--- config.mk ---
export PLATFORM = sky130hd
export DESIGN_NAME = ssd_scan_controller
export DESIGN_NICKNAME = d
export VERILOG_FILES = /design/src/rtl/ssd_scan_controller_pkg.sv /design/src/rtl/ssd_scan_controller_decoder.sv /design/src/rtl/ssd_scan_controller.sv
export SDC_FILE = /design/constraint.sdc
export NUM_CORES = 1
export LEC_CHECK = 0
export ABC_AREA = 1
export BUFFER_PORTS_ARGS = -buffer_cell sky130_fd_sc_hd__buf_2
export CORE_MARGIN = 5
export CORE_UTILIZATION = 57
export CTS_CLUSTER_DIAMETER = 60
export CTS_CLUSTER_SIZE = 24
export DETAILED_ROUTE_END_ITERATION = 12
export GPL_TIMING_DRIVEN = 0
export MAX_ROUTING_LAYER = met4
export PLACE_DENSITY = 0.78
export REMOVE_ABC_BUFFERS = 1
export SKIP_LAST_GASP = 1
export SLEW_MARGIN = 10
export SYNTH_ARGS = -nofsm -noshare
export SYNTH_HDL_FRONTEND = slang
export SYNTH_HIERARCHICAL = 1
export SYNTH_SLANG_ARGS = --single-unit
export TNS_END_PERCENT = 30
--- constraint.sdc ---
create_clock -name clk -period 2.7 [get_ports clk]
set_input_delay 0.27 -clock clk [delete_from_list [all_inputs] [get_ports clk]]
set_output_delay 0.27 -clock clk [all_outputs]
set_load 0.05 [all_outputs]
--- src/rtl/ssd_scan_controller_pkg.sv ---
// ssd_scan_controller_pkg: shared segment constants and width helpers for the scan controller
package ssd_scan_controller_pkg;
   localparam logic [6:0] SEG_BLANK = 7'b1111111;
   function automatic int widthOf(input int n);
      return (n > 1) ? $clog2(n) : 1;
   endfunction
endpackage

--- src/rtl/ssd_scan_controller_decoder.sv ---
// ssd_scan_controller_decoder: 4-bit value to active-low seven-segment pattern (a..g = bit6..bit0)
module ssd_scan_controller_decoder
   import ssd_scan_controller_pkg::*;
(
   input  logic [3:0] digit,
   output logic [6:0] seg
);
   always_comb begin
      case (digit)
         4'd0:    seg = 7'b0000001;
         4'd1:    seg = 7'b1001111;
         4'd2:    seg = 7'b0010010;
         4'd3:    seg = 7'b0000110;
         4'd4:    seg = 7'b1001100;
         4'd5:    seg = 7'b0100100;
         4'd6:    seg = 7'b0100000;
         4'd7:    seg = 7'b0001111;
         4'd8:    seg = 7'b0000000;
         4'd9:    seg = 7'b0000100;
         default: seg = SEG_BLANK;
      endcase
   end
endmodule

--- src/rtl/ssd_scan_controller.sv ---
// ssd_scan_controller: multiplexed seven-segment scanner with frame-aligned updates.
// Optional leading-zero suppression via SSD_LEADING_ZERO_BLANK_EN.
module ssd_scan_controller
   import ssd_scan_controller_pkg::*;
#(
   parameter int NUM_DIGITS   = 4,
   parameter int REFRESH_DIV  = 50000,
   parameter int BLANK_CYCLES = 500
)(
   input  logic                    clk,
   input  logic                    rst,
   input  logic [4*NUM_DIGITS-1:0] digits_in,
   input  logic                    load,
   input  logic                    blank,
   output logic [6:0]              seg,
   output logic [NUM_DIGITS-1:0]   anode,
   output logic                    pending,
   output logic                    frame_tick
);
   localparam int CW = widthOf(REFRESH_DIV);
   localparam int IW = widthOf(NUM_DIGITS);
   logic [CW-1:0]           slotCnt;
   logic [IW-1:0]           digitIdx;
   logic [4*NUM_DIGITS-1:0] shadow, display;
   logic [NUM_DIGITS-1:0]   suppress;
   logic [3:0]              nibble;
   logic [6:0]              segCode;
   logic                    slotEnd, frameEnd, active;
   always_comb begin
      slotEnd  = slotCnt == CW'(REFRESH_DIV - 1);
      frameEnd = slotEnd && digitIdx == IW'(NUM_DIGITS - 1);
      nibble   = display[4*digitIdx +: 4];
      active   = slotCnt >= CW'(BLANK_CYCLES) && !blank && !suppress[digitIdx];
   end
   always_comb begin
`ifdef SSD_LEADING_ZERO_BLANK_EN
      logic allZero;
      suppress = '0;
      allZero  = 1'b1;
      // scan from the top digit down; digit 0 is never suppressed
      for (int k = NUM_DIGITS - 1; k > 0; k--) begin
         allZero     = allZero && display[4*k +: 4] == 4'd0;
         suppress[k] = allZero;
      end
`else
      suppress = '0;
`endif
   end
   ssd_scan_controller_decoder uDecoder (.digit(nibble), .seg(segCode));
   always_ff @(posedge clk) begin
      if (rst) begin
         slotCnt    <= '0;
         digitIdx   <= '0;
         shadow     <= '0;
         display    <= '0;
         pending    <= 1'b0;
         frame_tick <= 1'b0;
         seg        <= SEG_BLANK;
         anode      <= '1;
      end else begin
         slotCnt    <= slotEnd ? '0 : slotCnt + 1'b1;
         if (slotEnd) digitIdx <= frameEnd ? '0 : digitIdx + 1'b1;
         // the boundary consumes the pre-load shadow; a same-cycle load stays pending
         if (frameEnd && pending) display <= shadow;
         if (load) shadow <= digits_in;
         pending    <= load ? 1'b1 : (frameEnd ? 1'b0 : pending);
         frame_tick <= frameEnd;
         seg        <= active ? segCode : SEG_BLANK;
         anode      <= active ? ~(NUM_DIGITS'(1) << digitIdx) : '1;
      end
   end
endmodule

==> results of run 1 <==
==> logic make-up (layout without fill, tap and decap cells) <==
family                   after synthesis  count (layout)  synth area share
XOR/XNOR                               3               3          0.009495
flip-flops                            63              63            0.4557
buffers and inverters                 45              76           0.06826
adder cells (fa/ha/maj)               11              11           0.04973
AO/OA/AOI/OAI                         60              60            0.1117
AND/OR/NAND/NOR                      187             187            0.3052
==> critical path, cell delays in order (launching register included) <==
cell and delay (ps):
dfxtp_1 550, clkinv_1 360, o21ai_0 260, o22ai_1 210, inv_1 160, ha_1 240
nand2_1 90, nand2_1 50, nand3b_1 150
==> routing by layer <==
layer,share of wire,track usage,vias to the layer above
met1,0.47,0.2308,1083
met2,0.47,0.3264,35
met4,0.024,0.1048,0
met5,0,-,-
met3,0.042,0.03837,12
li1,-,-,1265
==> metrics by stage <==
stage | setup WS [ps] | hold slack, ps | power [mW]
finish | 477.8 | 135.4 | 1.716
global route | 226.0 | 147.7 | 1.786
CTS | 478.4 | 140.9 | 1.720
detailed placement | 484.5 | 454.5 | 1.054
global placement | 530.8 | 444.3 | 1.051
floorplan | 871.0 | 339.1 | 1.020
==> cell usage in the layout (no fill, tap or decap), types with 2 or more instances in the layout <==
cell type	synthesis	routed
nor2_1	65	65
dfxtp_1	63	63
nand2_1	62	62
buf_2	4	32
o21ai_0	28	28
a21oi_1	27	27
inv_1	25	25
nand3_1	19	19
nand4_1	18	18
ha_1	11	11
nand3b_1	9	9
clkbuf_8	0	9
clkinv_2	0	5
o22ai_1	4	4
nor3_1	4	4
nor4_1	2	2
nand2_2	2	2
inv_2	2	2
xor2_1	2	2
or2_2	2	2
clkbuf_1	11	2
==> flip-flops by register name, indices dropped and copies added (netlist names) <==
register and cells:
slotCnt 16, seg 7, digitIdx 2, shadow 16, anode 4, frame_tick 1, display 16, pending 1
==> final cells by class <==
type / count / area share
Sequential cell: 63 / 0.4089
Multi-Input combinational cell: 261 / 0.4272
Inverter: 28 / 0.03408
Clock inverter: 5 / 0.008114
Tap cell: 67 / 0.02718
Timing Repair Buffer: 32 / 0.05193
Clock buffer: 11 / 0.04260
==> report_power, final <==
group          switching, mW  total (mW)  internal, mW
registers             0.0168       0.967         0.951
logic                 0.0421      0.0659        0.0238
clock network          0.358       0.682         0.325
total                  0.417        1.72          1.30
==> final timing paths <==
path                      from          to  slack (ps)
setup / recovery   digitIdx[0]      seg[5]         480
hold / removal    digits_in[0]   shadow[0]         140
setup reg to reg   digitIdx[0]      seg[5]         480
hold reg to reg     display[4]  display[4]         460
==> flow_summary.ini, run 1 <==
[outcome]
status = complete, no violations

[synthesis]
avgSynthCellArea_um2 = 7.500
yosysTopAreaCell = dfxtp_1
yosysMostFrequentCell = nor2_1
synth_cell_types = 27
synthTopCellsByCount = nor2_1 (65), dfxtp_1 (63), nand2_1 (62)
synth-main-ff-cell = dfxtp_1
ys_seq_area_frac = 0.4557
synth_warnings = 6
mappedNetlistArea_mm2 = 0.002768
synth.top_cell.area_share = 0.4557
async_flop_share = 0
synth_edf_count = 0
synthCells = 369
ys_ff_latch = 63
synthTopCellsByArea = dfxtp_1 (46%), nor2_1 (8.8%), nand2_1 (8.4%)

[clock_network]
cts-root-buf = clkbuf_8
cts_setup_buffers = 0
numCtsBuffers = 9
cts_sinks = 63
clock_latency_ps = 350
htree_levels = 3
cts_tree = yes
clkSlewWorstSetupHoldPaths_ps = 70
ctsResizeCount = 0
cts_buffer_depth = 2
hold_buffers = 0

[placement]
placed_area_mm2 = 0.002928
dp_hpwl_um = 3811
place.gp.congestion = 0.8493
portBuffers = 32
post-place-cells = 451

[critical_path]
reg2regPathDepth = 8
worstSetupEndpointType = flip-flop
path_max_fanout = 12
startpoint_type = flip-flop
required_ps = 2890
arrival_ps = 2410
crit_type = reg -> reg

[global_route]
grt_overflow_total = 0
grt_pass1_wl_um = 9673
grt_pass1_vias = 2272
grt_max_degree = 23
antenna_found_initial = 0
track_usage = 0.1992

[routing]
antenna_left = 0
drc = 0
wl_um = 5477
wl_per_cell_um = 11.73
drt_iter0_drc = 139
first_pass_iters = 4
via_count = 2395
via_per_inst = 5.128

[sta]
post-route-min-period_ps = 2222
min_period_over_period = 0.8230
setup_viol = 0
finalMaxSlewViolations = 0
relSlewSlack = 0.2700
hold_violations = 0
worstMarginPinSlew_ps = 1084
rsz0062_at_grt = no
timing.fmax_mhz = 450.0
clock_skew_ps = 7.254
finalSetupTns_ps = 0

[layout]
fin_nets = 426
utilization = 0.6530
drive_gt1_frac = 0.1400
syn_to_final_growth_pct = 11.44
antenna_cells = 0
seqCellArea_mm2 = 0.001261
layoutNonFillerInstCount = 467
multi_input_area_mm2 = 0.001318
fin_area_mm2 = 0.003084
fill_cells = 432

[die]
ios = 33
start_util = 0.5860
coreArea_mm2 = 0.004723
num_rows = 25
dieArea_mm2 = 0.006349
fp.dieW_um = 79.68
die_y_um = 79.68

[worst_hold_path]
hold_path.class = in -> reg
holdPathStages = 3

[job]
cap_viol_max_count = 0

[pwr]
peakVddDrop_mv = 0.3968
p_leak_nw = 1.201
power_density_mw_per_mm2 = 556.3
Note: power is estimated with default switching activity, not from simulation.
==> run 2: changes to the inputs <==
CORE_UTILIZATION = 52   (was 57)
PLACE_DENSITY = 0.75   (was 0.78)
clock period = 1.9 ns   (was 2.7 ns; I/O delays follow)
==> flow_summary.ini, run 2 (synthesis results as in run 1) <==
[global_route]
antenna_found_initial = 0
grt_pass1_wl_um = 10180
grt_pass1_vias = 2269
grt_overflow_total = 0
track_usage = 0.1820
grt_max_degree = 23

[routing]
wl_um = 5883
drc = 0
wl_per_cell_um = 12.39
via_count = 2473
antenna_left = 0
drt_iter0_drc = 116
via_per_inst = 5.206
first_pass_iters = 4

[layout]
final_cell_mix = nor2_1 (65), nand2_1 (62), dfxtp_1 (61)
largestRegisters = display x16, shadow x16, slotCnt x16
syn_to_final_growth_pct = 15.28
fill_cells = 520
drive_gt1_frac = 0.1704
layoutNonFillerInstCount = 475
antenna_cells = 0
final_common_cell = nor2_1
fin_nets = 432

[sta]
worstMarginPinSlew_ps = 728.3
post-route-min-period_ps = 1818
hold_violations = 0
timing.fmax_mhz = 550.0
finalMaxSlewViolations = 0
whs_ps = 70.80
relSlewSlack = 0.5127
rsz0062_at_grt = yes
min_period_over_period = 0.9569
clock_skew_ps = 10.43
setup_viol = 0

[die]
num_rows = 26
start_util = 0.5385
ios = 33
coreArea_mm2 = 0.005140
fp.dieW_um = 82.96
die_y_um = 82.96
dieArea_mm2 = 0.006882

[clock_network]
cts_sinks = 63
cts_buffer_depth = 2
cts-root-buf = clkbuf_8
hold_buffers = 0
cts_tree = yes
htree_levels = 3
clkSlewWorstSetupHoldPaths_ps = 70
numCtsBuffers = 9
clock_latency_ps = 330

[critical_path]
arrival_ps = 2020
worstSetupEndpointType = flip-flop
crit_type = reg -> reg
path_max_fanout = 12
startpoint_type = flip-flop
required_ps = 2100

[placement]
post-place-cells = 454
portBuffers = 32
place.gp.congestion = 0.8398
dp_hpwl_um = 3830

[worst_hold_path]
hold_path.class = in -> reg

[pwr]
power_density_mw_per_mm2 = 799.4
peakVddDrop_mv = 0.6674
p_leak_nw = 1.239

[outcome]
status = complete, no violations

[job]
cap_viol_max_count = 0
-- run 2: layout make-up --
| cell class | count | area (µm²) | area share |
|---|---|---|---|
| multi-input combinational | 262 | 1355 | 0.4247 |
| sequential | 63 | 1264 | 0.3961 |
| timing repair buffer | 37 | 197.7 | 0.06196 |
| clock buffer | 11 | 131.4 | 0.04118 |
| inverter | 28 | 107.6 | 0.03373 |
| tap | 70 | 87.58 | 0.02745 |
| clock inverter | 4 | 47.55 | 0.01490 |
-- run 2: what timing repair did --
item,4_1_cts,5_1_grt
gates cloned,1,0
buffers inserted,2,3
pin swaps,2,2
endpoints found under the setup margin,43,42
hold endpoints to repair,0,0
gates resized for setup,6,7
-- run 2: critical path: stages, from the launching register on --
cell      delay, ps
dfxtp_2         470
o21ai_0         150
o22ai_2         250
inv_1           120
ha_1            290
nand2_1          80
nand3_1         140
nand2_1          50
nand3b_1        140
-- run 2: path summary, 6_finish.rpt --
kind / start / endpoint / slack (ps) / depth (start not counted)
max: digitIdx[0] / seg[3] / 80 / 8
min: digits_in[15] / shadow[15] / 70 / 3
max reg2reg: digitIdx[0] / seg[3] / 80 / 8
min reg2reg: display[9] / display[9] / 460 / 2
-- run 2: routing by layer --
metal	global-route usage	vias to the layer above	share of wire
met5	-	-	0
met4	0.06984	0	0.016
met3	0.05743	11	0.060
met2	0.2915	60	0.47
met1	0.2133	1129	0.45
li1	-	1273	-
-- run 2: metrics by stage --
step	setup TNS [ps]	area (µm²)	util	worst slack (ps)	power [mW]
6_report	0	3191	0.6207	81.86	2.550
5_1_grt	-195.4	3191	0.6207	-42.20	2.664
3_3_place_gp	-4266	2932	0.5704	-292.2	1.494
3_5_place_dp	-5615	2932	0.5704	-310.7	1.499
2_1_floorplan	0	2684	-	71.00	1.449
4_1_cts	-300.7	3151	0.6130	-32.15	2.579
-- run 2: power breakdown --
| part | switching [mW] | internal, mW | leakage, nW |
|---|---|---|---|
| clock network | 0.484 | 0.594 | 0.0892 |
| registers | 0.0248 | 1.35 | 0.514 |
| logic | 0.0621 | 0.0345 | 0.636 |
| total | 0.570 | 1.98 | 1.24 |
